<file path="src/rtl/clk_div_monitor.sv">
// Receive-side checker for even clock dividers: measures high time, low time and period of
// clk_div in clk_in cycles and reports match, lock, sticky error and stall status.
module clk_div_monitor #(
  parameter int CW      = 8,
  parameter int TIMEOUT = 200,
  parameter int LOCK_N  = 4
) (
  input  logic          clk_in,
  input  logic          rst_n,
  input  logic          clk_div,
  input  logic [CW-1:0] exp_ratio,
  input  logic          err_clr,
  output logic          meas_valid,
  output logic [CW-1:0] meas_high,
  output logic [CW-1:0] meas_low,
  output logic [CW:0]   meas_period,
  output logic          match,
  output logic          locked,
  output logic          err,
  output logic          stall,
  output logic [1:0]    dbg_state
);

  localparam int            LW       = $clog2(LOCK_N + 1);
  localparam logic [CW-1:0] TO_VAL   = CW'(TIMEOUT);
  localparam logic [LW-1:0] LOCK_MAX = LW'(LOCK_N);

  typedef enum logic [1:0] {
    WAIT_RISE = 2'd0,
    HIGH      = 2'd1,
    LOW       = 2'd2
  } state_t;

  state_t        state_q, state_d;
  logic          s_q, s_d;
  logic          rise, fall;
  logic [CW-1:0] hcnt_q, hcnt_d;
  logic [CW-1:0] lcnt_q, lcnt_d;
  logic [LW-1:0] match_cnt_q;
  logic          publish, timeout;
  logic          is_match, err_set;
  logic [CW:0]   period_sum;

  // Edges are taken from the two-stage sample, so detection lags clk_div by one cycle.
  assign rise       = s_q & ~s_d;
  assign fall       = ~s_q & s_d;
  assign period_sum = {1'b0, hcnt_q} + {1'b0, lcnt_q};
  assign is_match   = (period_sum == {1'b0, exp_ratio}) && (hcnt_q == (exp_ratio >> 1));
  assign locked     = (match_cnt_q == LOCK_MAX);
  assign err_set    = locked && ((publish && !is_match) || timeout);
  assign dbg_state  = state_q;

  always_comb begin
    state_d = state_q;
    hcnt_d  = hcnt_q;
    lcnt_d  = lcnt_q;
    publish = 1'b0;
    timeout = 1'b0;
    case (state_q)
      WAIT_RISE: begin
        if (rise) begin
          hcnt_d  = CW'(1);
          state_d = HIGH;
        end
      end
      HIGH: begin
        if (fall) begin
          lcnt_d  = CW'(1);
          state_d = LOW;
        end else if (hcnt_q == TO_VAL) begin
          timeout = 1'b1;
          state_d = WAIT_RISE;
        end else begin
          hcnt_d = hcnt_q + CW'(1);
        end
      end
      LOW: begin
        if (rise) begin
          publish = 1'b1;
          hcnt_d  = CW'(1);
          state_d = HIGH;
        end else if (lcnt_q == TO_VAL) begin
          timeout = 1'b1;
          state_d = WAIT_RISE;
        end else begin
          lcnt_d = lcnt_q + CW'(1);
        end
      end
      default: state_d = WAIT_RISE;
    endcase
  end

  always_ff @(posedge clk_in or negedge rst_n) begin
    if (!rst_n) begin
      state_q     <= WAIT_RISE;
      s_q         <= 1'b0;
      s_d         <= 1'b0;
      hcnt_q      <= '0;
      lcnt_q      <= '0;
      match_cnt_q <= '0;
      meas_valid  <= 1'b0;
      meas_high   <= '0;
      meas_low    <= '0;
      meas_period <= '0;
      match       <= 1'b0;
      err         <= 1'b0;
      stall       <= 1'b0;
    end else begin
      state_q    <= state_d;
      s_q        <= clk_div;
      s_d        <= s_q;
      hcnt_q     <= hcnt_d;
      lcnt_q     <= lcnt_d;
      meas_valid <= publish;
      if (publish) begin
        meas_high   <= hcnt_q;
        meas_low    <= lcnt_q;
        meas_period <= period_sum;
        match       <= is_match;
      end
      if (timeout) begin
        match_cnt_q <= '0;
      end else if (publish) begin
        if (!is_match) match_cnt_q <= '0;
        else if (match_cnt_q != LOCK_MAX) match_cnt_q <= match_cnt_q + LW'(1);
      end
      // stall only ever clears on the rise that restarts measurement.
      if (timeout) stall <= 1'b1;
      else if (state_q == WAIT_RISE && rise) stall <= 1'b0;
      if (err_set) err <= 1'b1;
      else if (err_clr) err <= 1'b0;
    end
  end

endmodule

</file>
<file path="config.mk">
export PLATFORM = sky130hd
export DESIGN_NAME = clk_div_monitor
export DESIGN_NICKNAME = d
export VERILOG_FILES = /design/src/rtl/clk_div_monitor.sv
export SDC_FILE = /design/constraint.sdc
export NUM_CORES = 1
export LEC_CHECK = 0
export CAP_MARGIN = 20
export CORE_ASPECT_RATIO = 0.75
export CORE_MARGIN = 3
export CORE_UTILIZATION = 30
export DETAILED_ROUTE_END_ITERATION = 6
export GPL_ROUTABILITY_DRIVEN = 0
export PLACE_DENSITY_LB_ADDON = 0.08
export SLEW_MARGIN = 20
export SYNTH_ARGS = -nofsm -noshare
export SYNTH_HDL_FRONTEND = slang
export SYNTH_SLANG_ARGS = --single-unit
</file>
<file path="constraint.sdc">
create_clock -name clk_in -period 3.1 [get_ports clk_in]
set_input_delay 0.62 -clock clk_in [delete_from_list [all_inputs] [get_ports clk_in]]
set_output_delay 0.62 -clock clk_in [all_outputs]
set_load 0.005 [all_outputs]
</file>
# Word-level counts from Yosys, hierarchy flattened
# Cells that the tools add are included.
[classes] addsub=4 eq_ne=18 mux=29 bitwise=4 n_reduce_logical=17
[op_table] cell="$mux W8" count=6
[op_table] cell="$pmux W8 S2" count=2
[op_table] cell="$add A8 B1 Y8 const B" count=2
[op_table] cell="$eq A8 B8 Y1 const B" count=2
[op_table] cell="$mux W3" count=4
[op_table] cell="$ne A2 B2 Y1 const B" count=6
[op_table] cell="$mux W1" count=10
[op_table] cell="$mux W2" count=5
[op_table] cell="$reduce_bool A2 Y1" count=5
[op_table] cell="$add A8 B8 Y9" count=1
[op_table] cell="$eq A9 B8 Y1" count=1
[op_table] cell="$ne A3 B3 Y1 const B" count=3
[op_table] cell="$eq A8 B7 Y1" count=1
[op_table] cell="$reduce_and A4 Y1" count=2
[op_table] cell="$pmux W2 S3" count=1
[op_table] cell="$logic_and A1 B1 Y1" count=4
[op_table] cell="$add A3 B1 Y3 const B" count=1
[op_table] cell="$eq A3 B3 Y1 const B" count=1
[op_table] cell="$ne A3 B2 Y1 const B" count=1
[op_table] cell="$reduce_and A3 Y1" count=1
[op_table] cell="$and A1 B1 Y1" count=2
[op_table] cell="$eq A2 B1 Y1 const B" count=1
[op_table] cell="$eq A2 B2 Y1 const B" count=1
[op_table] cell="$logic_not A2 Y1" count=1
[op_table] cell="other kinds (7)" count=8
[word_totals] reg_bits=52 in_bits=12 out_inout_bits=32

# Depth between registers and ports, before layout
# Gate-level depths: netlist of run 1.
[depth] ltp_word=8 mapped_depth=9 mapped_depth_nobuf=9

# Least setup slack after synthesis of run 1
# OpenSTA, ideal clock, no wires.
[synth_timing] path_kind="flip-flop to flip-flop" start="register hcnt_q[0]" end="register err" setup_time_ns=0.120 arrival_ns=2.497 t_required_ns=2.980 slack_ns=0.484 path_stages_with_launch=10 n_path_buf=0 cell_sequence="dfrtp_1 > ha_1 > fa_1 > xnor2_1 > mux2i_1 > nor4_2 > nand4_1 > nor4_4 > nand2_1 > a31o_1"
[synth_between] elab_chain_len=8 elab_cells_between_ends=14 classes_between="add/sub: 1; eq/ne: 3; mux: 4; reduce/logical: 6"
[synth_lines] item="start: declaration" line="37" text="logic [CW-1:0] hcnt_q, hcnt_d;"
[synth_lines] item="start signal: assignment" line="112" text="hcnt_q <= hcnt_d;"
[synth_lines] item="$add A8 B8 Y9" line="47" text="assign period_sum = {1'b0, hcnt_q} + {1'b0, lcnt_q};"
[synth_lines] item="$eq A9 B8 Y1" line="48" text="assign is_match = (period_sum == {1'b0, exp_ratio}) && (hcnt_q == (exp_ratio >> 1));"
[synth_lines] item="$logic_and A1 B1 Y1" line="48"
[synth_lines] item="$logic_not A1 Y1"
[synth_lines] item="$logic_and A1 B1 Y1" line="50" text="assign err_set = locked && ((publish && !is_match) || timeout);"
[synth_lines] item="$logic_or A1 B1 Y1 *" line="50"
[synth_lines] item="$logic_and A1 B1 Y1 *" line="50"
[synth_lines] item="$mux W1 / $reduce_bool A2 Y1 (equally long branches)"
[synth_lines] item="end signal: assignment" line="106" text="err <= 1'b0;"
[synth_lines] item="end signal: assignment" line="130" text="if (err_set) err <= 1'b1;"
[synth_lines] item="end signal: assignment" line="131" text="else if (err_clr) err <= 1'b0;"
[synth_lines] item="end: declaration" line="19" text="output logic err,"
# Mark *: on every way between the ends. The rest lies on a longest branch, timed or not.
# A chain may end at the register's enable or synchronous reset.

# Worst setup path after layout of run 1
[layout_timing] start="register lcnt_q[2]" end="register err"
[layout_between] elab_chain_len=8 elab_cells_between_ends=13 classes_between="add/sub: 1; eq/ne: 2; mux: 4; reduce/logical: 6"
[layout_lines] item="start: declaration" line="38" text="logic [CW-1:0] lcnt_q, lcnt_d;"
[layout_lines] item="start signal: assignment" line="113" text="lcnt_q <= lcnt_d;"
[layout_lines] item="$add A8 B8 Y9" line="47"
[layout_lines] item="$eq A9 B8 Y1" line="48"
[layout_lines] item="$logic_and A1 B1 Y1" line="48"
[layout_lines] item="$logic_not A1 Y1"
[layout_lines] item="$logic_and A1 B1 Y1" line="50"
[layout_lines] item="$logic_or A1 B1 Y1 *" line="50"
[layout_lines] item="$logic_and A1 B1 Y1 *" line="50"
[layout_lines] item="$mux W1 / $reduce_bool A2 Y1 (equally long branches)"
# Marks and branches as above.

==> results of run 1 <==
[cell families after synthesis]
family	Yosys count	synth area share [%]
AOI/OAI and AO/OA	61	12.5
xor gates and xnor gates	24	7.40
adders and majority gates	20	8.38
buffers and inverters	28	3.78
DFF	52	42.7
muxes	3	1.03
and+or+nand+nor	156	24.2
[stage by stage]
| stage | total power (W) | setup slack [ps] | area [um^2] |
|---|---|---|---|
| floorplan | 0.00146 | 484 | 3040 |
| global placement | 0.00183 | 183 | 3670 |
| detailed placement | 0.00183 | 139 | 3670 |
| CTS | 0.00241 | 196 | 3820 |
| global route | 0.00256 | 13.4 | 3820 |
| finish | 0.00237 | 191 | 3820 |
[worst max-delay path, stage by stage, from the launching register on]
cell and delay, ps:
dfrtp_1 460, ha_1 440, o21ai_0 140, or4b_1 490, nand3_1 140, mux2_2 370, nor4_4 400, nand2_1 130
a31o_1 240
[report_power, final]
part           switching [W]  internal [W]  total, W
Clock               0.000262      0.000303  0.000565
Combinational       0.000501      0.000436  0.000937
Sequential         0.0000930      0.000778  0.000871
Total               0.000856       0.00152   0.00237
[sequential cells by signal (all words and copies together), names as in the netlist, 2 cells and up]
signal,cells
meas_period,9
hcnt_q,8
lcnt_q,8
meas_high,8
meas_low,8
match_cnt_q,3
dbg_state,2
[per-layer routing]
layer | track usage, % | part of all wire, % | vias to the layer above
met5 | 0 | 0 | -
met4 | 3.54 | 0.92 | 0
met3 | 3.33 | 6.5 | 5
met2 | 21.4 | 42 | 51
met1 | 22.5 | 51 | 1179
li1 | - | - | 1273
[Yosys cell counts (2+ instances only)]
library cell,instances
nand3_1,8
ha_1,18
o21ai_0,18
nor2b_1,4
xnor2_1,12
nand2b_1,2
buf_2,2
and3b_1,2
nand3b_1,2
nand4_1,7
nand4b_1,2
nor3_1,3
xor2_1,11
clkbuf_1,10
o21bai_1,2
o21a_1,2
dfrtp_1,52
or3_1,3
a211oi_1,2
and3_1,2
a31oi_1,5
o22ai_1,3
and3_2,2
a211o_1,2
o21ai_1,3
inv_1,15
mux2i_1,2
nor2_1,26
a21o_1,2
a21oi_1,13
nand2_1,84
[layout make-up]
class	count	share of cell area [%]
Multi-Input combinational cell	264	42.6
Sequential cell	52	34.1
Timing Repair Buffer	56	13.7
Tap cell	132	4.32
Clock buffer	5	3.27
Inverter	15	1.47
Clock inverter	3	0.589
[worst paths after layout]
kind                       startpoint              to  slack (ps)
setup / recovery            lcnt_q[2]             err         190
hold / removal                  rst_n  meas_period[5]         290
setup reg to reg            lcnt_q[2]             err         190
hold reg to reg                   s_q             s_d         420
max in group asynchronous       rst_n       hcnt_q[5]        2010
min in group clk_in               s_q             s_d         420
==> results.ini, run 1 <==
[outcome]
status = completed

[clock_tree]
cts_tree = built
hold_buffers = 0
h-tree-depth = 2
cts_resized = 0
cts_buffers = 5
cts.clk_slew.worst_paths_ps = 70
cts_root_buf = clkbuf_16
clock_sinks = 52
clkLatencyLatePin_ps = 300
post_cts_buffers = 0
cts_buffer_depth = 2

[detailed_routing]
first_pass_iters = 5
routedWlPerCell_um = 15.1
vias = 2508
drc = 0
routed_wl_um = 7970
vias_per_cell = 4.76
drtIter0Drc = 96
detail-route-antenna-nets = 0

[critical_path]
cp-start-kind = register
cp.arrival_ps = 3100
critPathKind = register to register
cp.required_ps = 3290
r2r_cells = 8
crit_path_end_kind = register
crit_fanout = 6

[placement]
hpwl_um = 6050
dp_cells = 519
numPortBuffers = 43

[finish]
final_core_util_pct = 39.1
multi_input_area_mm2 = 0.00163
num_antenna_cells = 0
layout_common_cells = 84 x nand2_1, 52 x dfrtp_1, 42 x clkdlybuf4s50_1
regArea_mm2 = 0.00130
drive_above_1_share_pct = 7.85
fillers = 1004
fin_nets = 425
fin_cells = 527
synthToLayoutAreaGrowth_pct = 25.5
final_common_cell = nand2_1

[global_routing]
grt-ovfl-total = 0
grt_max_degree = 38
antenna_found_initial = 0
grt_use_total_pct = 14.9
first_global_vias = 2500
grt_pass1_wl_um = 13200

[yosys]
synthCells = 344
synth-edff-count = 0
syn-num-nets = 375
ys_seq_area_share_pct = 42.7
netlist_area_mm2 = 0.00304
synth.area.top_cells = dfrtp_1 43%, nand2_1 10%, ha_1 7.4%, xnor2_1 3.5%, nor2_1 3.2%
yosysTopAreaCellShare_pct = 42.7
async_flop_share_pct = 100
synth_top_cell_by_area = dfrtp_1
ys_ff_latch = 52
synth_ff_type = dfrtp_1
avgSynthCellArea_um2 = 8.85
synth_cell_types = 54
synth-warning-count = 0

[timing]
fin_setup_tns_ps = 0
finalClockSkew_ps = 4.70
fin_hold_ws_ps = 293
rsz0062_at_grt = false
drv_slew = 0
finalSetupViolations = 0
max_slew_margin_pct = 63.2
fmax_mhz = 344
timing.final.crit_period_ps = 2910
finalHoldViolations = 0
period_share_pct = 93.8
tightest_slew_ps = 552

[power]
power_density_mw_per_mm2 = 621
p_leak_nw = 1.77
ir_worst_vdd_v = 0.000229

[floorplan]
row_count = 31
die_w_um = 122
start_util_pct = 31.1
io_pins = 44
core_area_mm2 = 0.00977
die_h_um = 93.2
dieArea_mm2 = 0.0114

[run]
maxCapViolations = 0

[hold_path]
worstHoldPathType = input port to asynchronous set/reset pin

Power figures use the tool's default switching activity.
==> inputs of run 2 (changes only) <==
--- a/config.mk
+++ b/config.mk
@@ -6,6 +6,8 @@
 export NUM_CORES = 1
 export LEC_CHECK = 0
 export CAP_MARGIN = 20
+export CELL_PAD_IN_SITES_DETAIL_PLACEMENT = 1
+export CELL_PAD_IN_SITES_GLOBAL_PLACEMENT = 2
 export CORE_ASPECT_RATIO = 0.75
 export CORE_MARGIN = 3
 export CORE_UTILIZATION = 30
==> run 2 against run 1 <==
  * Flip-flop and latch count stayed put
  * Hold slack better by 23 ps
  * Critical path depth unchanged
  * Die area stayed put
  * Via count is 4.1% higher
  * First-iteration DRC count rose by 44%
  * Total power up 5.1%
  * Design area rose by 0.98%
  * Global-route usage grew 1.6 points
  * Largest cell class unchanged
  * Largest power group unchanged
==> results.ini, run 2 (synthesized netlist as in run 1, its figures left out) <==
[outcome]
status = completed

[critical_path]
cp.arrival_ps = 3060
cp.required_ps = 3290
cp-start-kind = register
r2r_cells = 8
crit_fanout = 6
crit_path_end_kind = register
critPathKind = register to register

[clock_tree]
cts_root_buf = clkbuf_16
cts_buffers = 5
cts_tree = built
h-tree-depth = 2
clock_sinks = 52
cts_buffer_depth = 2
cts.clk_slew.worst_paths_ps = 70
hold_buffers = 0
clkLatencyLatePin_ps = 290

[timing]
rsz0062_at_grt = false
fin_setup_tns_ps = 0
finalSetupViolations = 0
tightest_slew_ps = 571
setup_ws_ps = 232
period_share_pct = 92.5
timing.final.crit_period_ps = 2870
max_slew_margin_pct = 61.9
fmax_mhz = 349
finalClockSkew_ps = 4.09
drv_slew = 0
finalHoldViolations = 0

[floorplan]
start_util_pct = 31.1
die_h_um = 93.2
dieArea_mm2 = 0.0114
core_area_mm2 = 0.00977
row_count = 31
io_pins = 44
die_w_um = 122

[finish]
final_common_cell = nand2_1
fin_nets = 425
largest-register = meas_period
num_antenna_cells = 0
multi_input_area_mm2 = 0.00164
synthToLayoutAreaGrowth_pct = 26.8
largest_reg_flops = 9
layout_common_cells = 84 x nand2_1, 52 x dfrtp_1, 42 x clkdlybuf4s50_1
fillers = 1167
regArea_mm2 = 0.00130
drive_above_1_share_pct = 8.35

[detailed_routing]
routed_wl_um = 8810
drc = 0
routedWlPerCell_um = 16.7
vias_per_cell = 4.95
detail-route-antenna-nets = 0
vias = 2611
drtIter0Drc = 138
first_pass_iters = 4

[global_routing]
grt_pass1_wl_um = 14600
grt_max_degree = 42
antenna_found_initial = 0
grt_use_total_pct = 16.5
first_global_vias = 2682
grt-ovfl-total = 0

[power]
ir_worst_vdd_v = 0.000256
p_leak_nw = 1.77
power_density_mw_per_mm2 = 646

[placement]
numPortBuffers = 43
dp_slack_ps = 121
hpwl_um = 6580

[hold_path]
worstHoldPathType = input port to asynchronous set/reset pin

[run]
maxCapViolations = 0

==> run 2: critical path: stages (launching register included) <==
cell and delay, ps:
dfrtp_1 480, ha_1 360, a211oi_2 110, or4b_1 520, nand3_1 150, mux2_2 380
nor4_4 390, nand2_1 140, a31o_1 240
==> run 2: what timing repair did <==
item,in CTS,in global routing
setup buffers,0,0
gates resized for setup,0,3
endpoints found under the setup margin,0,4
==> run 2: stage by stage <==
| step | instance area [um^2] | hold slack (ps) | util [%] | std cells | power, W |
|---|---|---|---|---|---|
| 6_report | 3860 | 316 | 39.5 | 527 | 0.00249 |
| 5_1_grt | 3860 | 360 | 39.5 | 527 | 0.00270 |
| 4_1_cts | 3840 | 427 | 39.3 | 527 | 0.00252 |
| 3_5_place_dp | 3670 | 410 | 37.6 | 519 | 0.00186 |
| 3_3_place_gp | 3670 | 402 | 37.6 | 519 | 0.00184 |
| 2_1_floorplan | 3040 | 324 | - | 344 | 0.00146 |
==> run 2: metal layers <==
layer	up-vias	part of all wire [%]	GRT usage (%)
met5	-	0	0
met4	0	0.70	2.61
met3	7	4.1	3.20
met2	38	43	24.1
met1	1293	53	25.5
li1	1273	-	-
==> run 2: final timing paths <==
kind                       startpoint             end  slack, ps
hold reg to reg                   s_q             s_d        430
setup reg to reg            hcnt_q[1]             err        230
min in group clk_in               s_q             s_d        430
max in group asynchronous       rst_n     meas_low[7]       2190
hold / removal                  rst_n  meas_period[8]        320
setup / recovery            hcnt_q[1]             err        230
==> run 2: final cells by class <==
type                       instances  share of cell area (%)
clock buffer                       5                    3.24
inverter                          15                    1.46
multi-input combinational        264                    42.6
tap                              132                    4.28
sequential                        52                    33.7
clock inverter                     3                    1.10
timing repair buffer              56                    13.6
==> run 2: power by group <==
group | total [W] | switching (W) | internal (W)
Combinational | 0.000986 | 0.000530 | 0.000456
Sequential | 0.000870 | 0.0000924 | 0.000778
Clock | 0.000637 | 0.000257 | 0.000380
